## config.mk

```make
export PLATFORM = sky130hd
export DESIGN_NAME = noise_word_arbiter
export DESIGN_NICKNAME = d
export VERILOG_FILES = /design/src/rtl/noise_word_arbiter.sv
export SDC_FILE = /design/constraint.sdc
export NUM_CORES = 1
export LEC_CHECK = 0
export ABC_AREA = 1
export ABC_CLOCK_PERIOD_IN_PS = 2600
export CAP_MARGIN = 20
export CORE_MARGIN = 2
export CORE_UTILIZATION = 57
export CTS_BUF_LIST = sky130_fd_sc_hd__clkbuf_4
export DETAILED_ROUTE_END_ITERATION = 12
export PLACE_DENSITY = 0.86
export SYNTH_ARGS = -nofsm -noshare
export SYNTH_HDL_FRONTEND = slang
export SYNTH_SLANG_ARGS = --single-unit
```

## constraint.sdc

```tcl
create_clock -name i_clock -period 2.6 [get_ports i_clock]
set_input_delay 0.78 -clock i_clock [delete_from_list [all_inputs] [get_ports i_clock]]
set_output_delay 0.78 -clock i_clock [all_outputs]
set_load 0.1 [all_outputs]
```

## src/rtl/noise_word_arbiter.sv

```systemverilog
// noise_word_arbiter: collects serial LFSR bits into words and hands each word to one requester round-robin.
// The LFSR is frozen while a finished word waits for a grant, so no sequence bits are dropped.
module noise_word_arbiter #(
    parameter int NUM_REQ = 4,
    parameter int WORD_W  = 8,
    localparam int ID_W   = $clog2(NUM_REQ)
) (
    input  logic               i_clock,
    input  logic               i_reset_l,
    input  logic               i_run,
    input  logic               i_lfsr_q,
    output logic               o_lfsr_en,
    input  logic [NUM_REQ-1:0] i_req,
    output logic [NUM_REQ-1:0] o_gnt,
    output logic [ID_W-1:0]    o_grant_id,
    output logic [WORD_W-1:0]  o_rand_word,
    output logic               o_word_ready
);
    localparam int CNT_W = $clog2(WORD_W);

    typedef enum logic {FILL, READY} state_t;

    state_t              r_state;
    state_t              w_next;
    logic [CNT_W-1:0]    r_bit_cnt;
    logic [WORD_W-1:0]   r_shift;
    logic [WORD_W-1:0]   r_rand_word;
    logic [ID_W-1:0]     r_ptr;
    logic [ID_W-1:0]     r_grant_id;
    logic [NUM_REQ-1:0]  r_gnt;
    logic [ID_W-1:0]     w_win;
    logic                w_last;
    logic                w_grant;
    int                  w_p;

    // lfsr_en is gated by reset so it reads 0 while reset is held, even with run=1
    assign o_lfsr_en    = i_reset_l & i_run & (r_state == FILL);
    assign o_word_ready = (r_state == READY);
    assign o_gnt        = r_gnt;
    assign o_grant_id   = r_grant_id;
    assign o_rand_word  = r_rand_word;
    assign w_last       = o_lfsr_en && (r_bit_cnt == CNT_W'(WORD_W - 1));
    assign w_grant      = (r_state == READY) && (|i_req);

    // Scan downward so the lowest offset from ptr is the one left standing
    always_comb begin
        w_win = '0;
        w_p   = 0;
        for (int k = NUM_REQ - 1; k >= 0; k--) begin
            w_p = int'(r_ptr) + k;
            if (w_p >= NUM_REQ) w_p = w_p - NUM_REQ;
            if (i_req[w_p]) w_win = ID_W'(w_p);
        end
    end

    always_comb begin
        w_next = r_state;
        w_next = (r_state == FILL) ? (w_last ? READY : FILL) : (w_grant ? FILL : READY);
    end

    always_ff @(posedge i_clock or negedge i_reset_l) begin
        if (!i_reset_l) r_state <= FILL;
        else r_state <= w_next;
    end

    always_ff @(posedge i_clock or negedge i_reset_l) begin
        if (!i_reset_l) begin
            r_bit_cnt   <= '0;
            r_shift     <= '0;
            r_rand_word <= '0;
            r_ptr       <= '0;
            r_grant_id  <= '0;
            r_gnt       <= '0;
        end else begin
            r_gnt <= '0;
            if (o_lfsr_en) begin
                r_shift   <= {r_shift[WORD_W-2:0], i_lfsr_q};
                r_bit_cnt <= w_last ? '0 : r_bit_cnt + 1'b1;
                if (w_last) r_rand_word <= {r_shift[WORD_W-2:0], i_lfsr_q};
            end
            if (w_grant) begin
                r_gnt      <= NUM_REQ'(1) << w_win;
                r_grant_id <= w_win;
                r_ptr      <= (w_win == ID_W'(NUM_REQ - 1)) ? '0 : w_win + 1'b1;
            end
        end
    end
endmodule

```

# Word-level counts from Yosys, hierarchy flattened

Cells that the tools add are included.

Register bits after elaboration: 27
Bits in latches: 0
Memory bits (writable): 0
Memory bits (read-only): 0
Input bits: 8
Output and inout bits: 16
Word-level logic and storage cells: 60
Memories kept: 0

Add/subtract/negate cells: 9
Multipliers: 0
Divide/modulo/power cells: 0
Order comparisons: 8
Eq/ne operators: 2
Shifts and indexed selects: 1
Mux-type cells: 26
Bitwise gates (word level): 3
Reduce and logical (&&, ||, !) cells: 4

Operators with widths:

| cell                                                         | count |
|---|---|
| less-than comparator 32 x 4 -> 1 bit (second input constant) | 4 |
| 2-to-1 mux 32 bit                                            | 4 |
| subtractor 3 x 3 -> 4 bit (second input constant)            | 3 |
| 2-to-1 mux 1 bit                                             | 11 |
| 2-to-1 mux 2 bit                                             | 5 |
| >= comparator 3 bit (second input constant)                  | 3 |
| binary-select mux 1 bit (select 2 bit)                       | 4 |
| adder 2 x 2 -> 3 bit (second input constant)                 | 2 |
| 2-to-1 mux 4 bit                                             | 1 |
| OR reduction 4 bit                                           | 1 |
| << shifter 1 x 2 -> 4 bit (first input constant)             | 1 |
| subtractor 2 x 3 -> 4 bit (second input constant)            | 1 |
| adder 2 x 1 -> 3 bit (second input constant)                 | 1 |
| adder 3 x 1 -> 3 bit (second input constant)                 | 1 |
| == test 3 bit (second input constant)                        | 1 |
| >= comparator 2 x 3 -> 1 bit (second input constant)         | 1 |
| 2-to-1 mux 3 bit                                             | 1 |
| adder 2 x 1 -> 2 bit (second input constant)                 | 1 |
| bitwise AND 1 bit                                            | 2 |
| == test 2 bit (second input constant)                        | 1 |
| logical AND 1 bit                                            | 2 |
| AND reduction 2 bit                                          | 1 |
| inverter 1 bit                                               | 1 |

# Depth between registers and ports, before layout

Depth in word-level cells: 12
Mapped depth: 13
Gate-level depth less buffers: 12

# Worst setup path after synthesis

OpenSTA, ideal clock, no wires.

Kind: reg2out
Start point: register r_state (netlist: o_word_ready)
End point: output port o_lfsr_en
Data arrival time: 1.736 ns
Required time: 1.820 ns
Path slack: 0.084 ns
Cell stages (with the launch flop): 4
Path buffers: 0
Cells stage by stage: dfrtp_1 -> inv_1 -> nand3_2 -> inv_1

Word-level cells in the longest chain between the ends: 2

Ends and longest elaborated chain:

| element                  | RTL line | RTL |
|---|---|---|
| start: declaration       | 23       | `state_t r_state;` |
| start signal: assignment | 63       | `else r_state <= w_next;` |
| inverter 1 bit           | n/a      |  |
| bitwise AND 1 bit        | 37       | `assign o_lfsr_en = i_reset_l & i_run & (r_state == FILL);` |
| end: declaration         | 12       | `output logic o_lfsr_en,` |

Every way passes these cells.

# Final worst setup path

Start point: input port i_reset_l
End point: output port o_lfsr_en

Word-level cells in the longest chain between the ends: 2

Ends and longest elaborated chain:

| element                         | RTL line | RTL |
|---|---|---|
| start: declaration              | 9        | `input logic i_reset_l,` |
| bitwise AND 1 bit (2 in series) | 37       |  |

Every way passes these cells.

==> summary.md <==
| Metric | Value |
|---|---|
| Power Internal | `871 uW` |
| CTS tree | `yes` |
| Hold slack final | `0.504 ns` |
| Net Count, Synth | `156` |
| Synth top area share | `51.8%` |
| Initial Util | `59.5%` |
| DR vias/cell | `5.18` |
| Share of cells above drive strength 1 | `29.7%` |
| Sw Share | `54.5%` |
| Top FF cell, synth | `dfrtp_1` |
| FMAX | `404 MHz` |
| R2r startpoint | `r_ptr[0]$_DFFE_PN0P_` |
| Vias in the first global route | `952` |
| DPL Wire Length | `1800 um` |
| Unrepaired setup endpoints after global routing | `false` |
| CTS Buf Count | `3` |
| Hold path depth | `2` |
| Mapped Area | `0.00130 mm^2` |
| Final Max Tran Viols | `0` |
| Std cell rows | `17` |
| All-layer global routing usage | `21.1%` |
| Number of port buffers | `23` |
| GR Overflow Total | `0` |
| FFs w/ async S/R, synth | `100%` |
| Synthesized flop and latch total | `27` |
| Final critical-path share of the clock period | `95.1%` |
| EDFF count, synth | `0` |
| Die area | `0.00269 mm^2` |
| Largest net degree at the start of global routing | `28` |
| Detailed Route Iter0 Violations | `35` |
| Core area | `0.00219 mm^2` |
| Final setup fails | `0` |
| Worst EP required | `1.82 ns` |
| Placer Congestion | `0.947` |
| CTS Hold Bufs | `0` |
| Finished Layout Cells | `200` |
| CP Max Fanout | `3` |
| DRT Wirelength | `2380 um` |
| Setup TNS | `0 ns` |
| Most frequent cell after synthesis | `nand2_1` |
| Fin. Hold Viols | `0` |
| H-tree depth | `1` |
| Clk buf depth | `2` |
| Final Skew | `0.00488 ns` |
| Worst R2R Path Depth | `11` |
| Worst hold start | `o_rand_word[6]$_DFFE_PN0P_` |
| WL/cell | `11.9 um` |
| Total power | `1.91 mW` |
| Crit path DAT | `1.69 ns` |
| Startpoint types | `input pin` |
| Die Height | `51.8 um` |
| Ys Warns | `0` |
| Residual DRC count | `0` |
| Top post-synthesis cells by count | `nand2_1 (36), dfrtp_1 (27), inv_1 (22)` |
| Sequential power share | `33.2%` |
| Netlist cell types | `22` |
| Area contributors post-synth | `dfrtp_1 (52%), nand2_1 (10%), inv_1 (6.3%), nand2_2 (5.8%), nand3_2 (4.6%)` |
| Relative slew slack | `70.8%` |
| Combinational Power Share | `57.4%` |
| Pwr Density | `1220 mW/mm^2` |
| Pleak | `0.857 nW` |
| Clock share of power | `9.5%` |
| Synth area leader | `dfrtp_1` |
| Clk sink count | `27` |
| NumNets Final | `183` |
| Cells after Synth | `146` |
| Worst hold endpoint | `o_rand_word[6]$_DFFE_PN0P_` |
| Dpl cells | `196` |
| Synth Area per Inst | `8.93 um^2` |
| I/O pin cnt | `24` |
| Ant diodes | `0` |
| Die X | `51.8 um` |
| HP Class | `reg2reg` |
| Area Overhead vs Synth | `20.2%` |
| CP Capture Type | `output port` |
| R2r endpoint | `r_ptr[1]$_DFFE_PN0P_` |
| Post-synthesis sequential area ratio | `51.8%` |
| Post_cts resized | `0` |
| Clock Latency Late Sink | `0.32 ns` |
| Worst reg-to-reg setup slack | `1.01 ns` |
| Clk slew on worst S/H paths | `0.14 ns` |
| Status | `complete, no violations` |
| Setup bufs post-CTS | `0` |
| CTS Root Cell | `clkbuf_4` |
| Net Switching | `1.04 mW` |
| First-pass GRT wire length | `4150 um` |
| Via count | `1036` |
| Routed Antenna Nets | `0` |
| Initial antenna violation count | `0` |
| Crit path kind | `in2out` |
| MaxCap Viol Count | `0` |
| Crit path time final | `2.47 ns` |
| Worst IR Drop VDD | `833 uV` |
| Worst slew pin tran | `0.438 ns` |
| 1st-pass router iterations | `4` |
==> cells in the final DEF (no fill, tap or decap) <==
cell	n
a22oi_1	2
buf_12	1
buf_4	17
clkbuf_4	3
clkdlybuf4s50_1	7
clkinvlp_4	1
dfrtp_1	27
ha_1	2
inv_1	22
inv_2	3
inv_8	1
mux2_2	1
nand2_1	36
nand2_2	12
nand2_4	2
nand3_1	4
nand3_2	6
nand4_1	1
nor2_1	2
nor2_2	1
nor2_4	1
o21ai_0	12
o21ai_1	6
o21ai_2	2
==> power by group through the flow <==
stage | combinational, mW | clock, mW | sequential (mW)
floorplan | 0.484 | 0 | 1.04
global placement | 1.06 | 0 | 0.636
detailed placement | 1.10 | 0 | 0.642
CTS | 1.10 | 0.191 | 0.633
global route | 1.19 | 0.205 | 0.648
finish | 1.10 | 0.181 | 0.634
==> cell type report <==
cell class                 count  area (um^2)
clock buffer                   3         22.5
timing repair buffer          25          218
fill                         181          624
sequential                    27          676
tap                           28         35.0
clock inverter                 1         7.51
multi-input combinational     90          503
inverter                      26          105
==> through the flow <==
stage               utilization (%)  setup WS (ns)  area (um^2)
floorplan                         -         0.0835         1300
global placement               70.1          0.132         1540
detailed placement             70.1          0.123         1540
CTS                            71.5          0.118         1570
global route                   71.5         0.0585         1570
finish                         71.5          0.126         1570
==> critical path, cell delays in order <==
cell and delay [ns]:
clkdlybuf4s50_1 0.49, nand3_2 0.09, inv_1 0.14, buf_12 0.19
==> worst max path at each step <==
stage | from | to | slack [ns] | cells past startpoint
after floorplan | o_word_ready$_DFF_PN0_ | o_lfsr_en | 0.08 | 3
after global placement | i_reset_l | o_lfsr_en | 0.13 | 4
after detailed placement | i_reset_l | o_lfsr_en | 0.12 | 4
after CTS | i_reset_l | o_lfsr_en | 0.12 | 4
after global routing | i_reset_l | o_lfsr_en | 0.06 | 4
final | i_reset_l | o_lfsr_en | 0.13 | 4
==> state kept, by name (all words and copies together), names as in the netlist <==
signal,flops
o_grant_id,2
o_gnt,4
r_shift,7
o_rand_word,8
o_word_ready,1
r_bit_cnt,3
r_ptr,2
==> routing by layer <==
layer | track usage, % | routed length, um
met1 | 25.6 | 1040
met2 | 36.1 | 1150
met3 | 3.45 | 128
met4 | 10.5 | 59
met5 | 0 | 0
==> cell families (layout without fill, tap and decap cells) <==
| logic type | count (synthesis) | count (layout) | synth area share [%] |
|---|---|---|---|
| and+or+nand+nor | 65 | 65 | 26.4 |
| muxes | 1 | 1 | 0.864 |
| DFF | 27 | 27 | 51.8 |
| buffers and inverters | 29 | 55 | 9.60 |
| AOI/OAI and AO/OA | 22 | 22 | 9.41 |
| adders and majority gates | 2 | 2 | 1.92 |
Power figures use the tool's default switching activity.
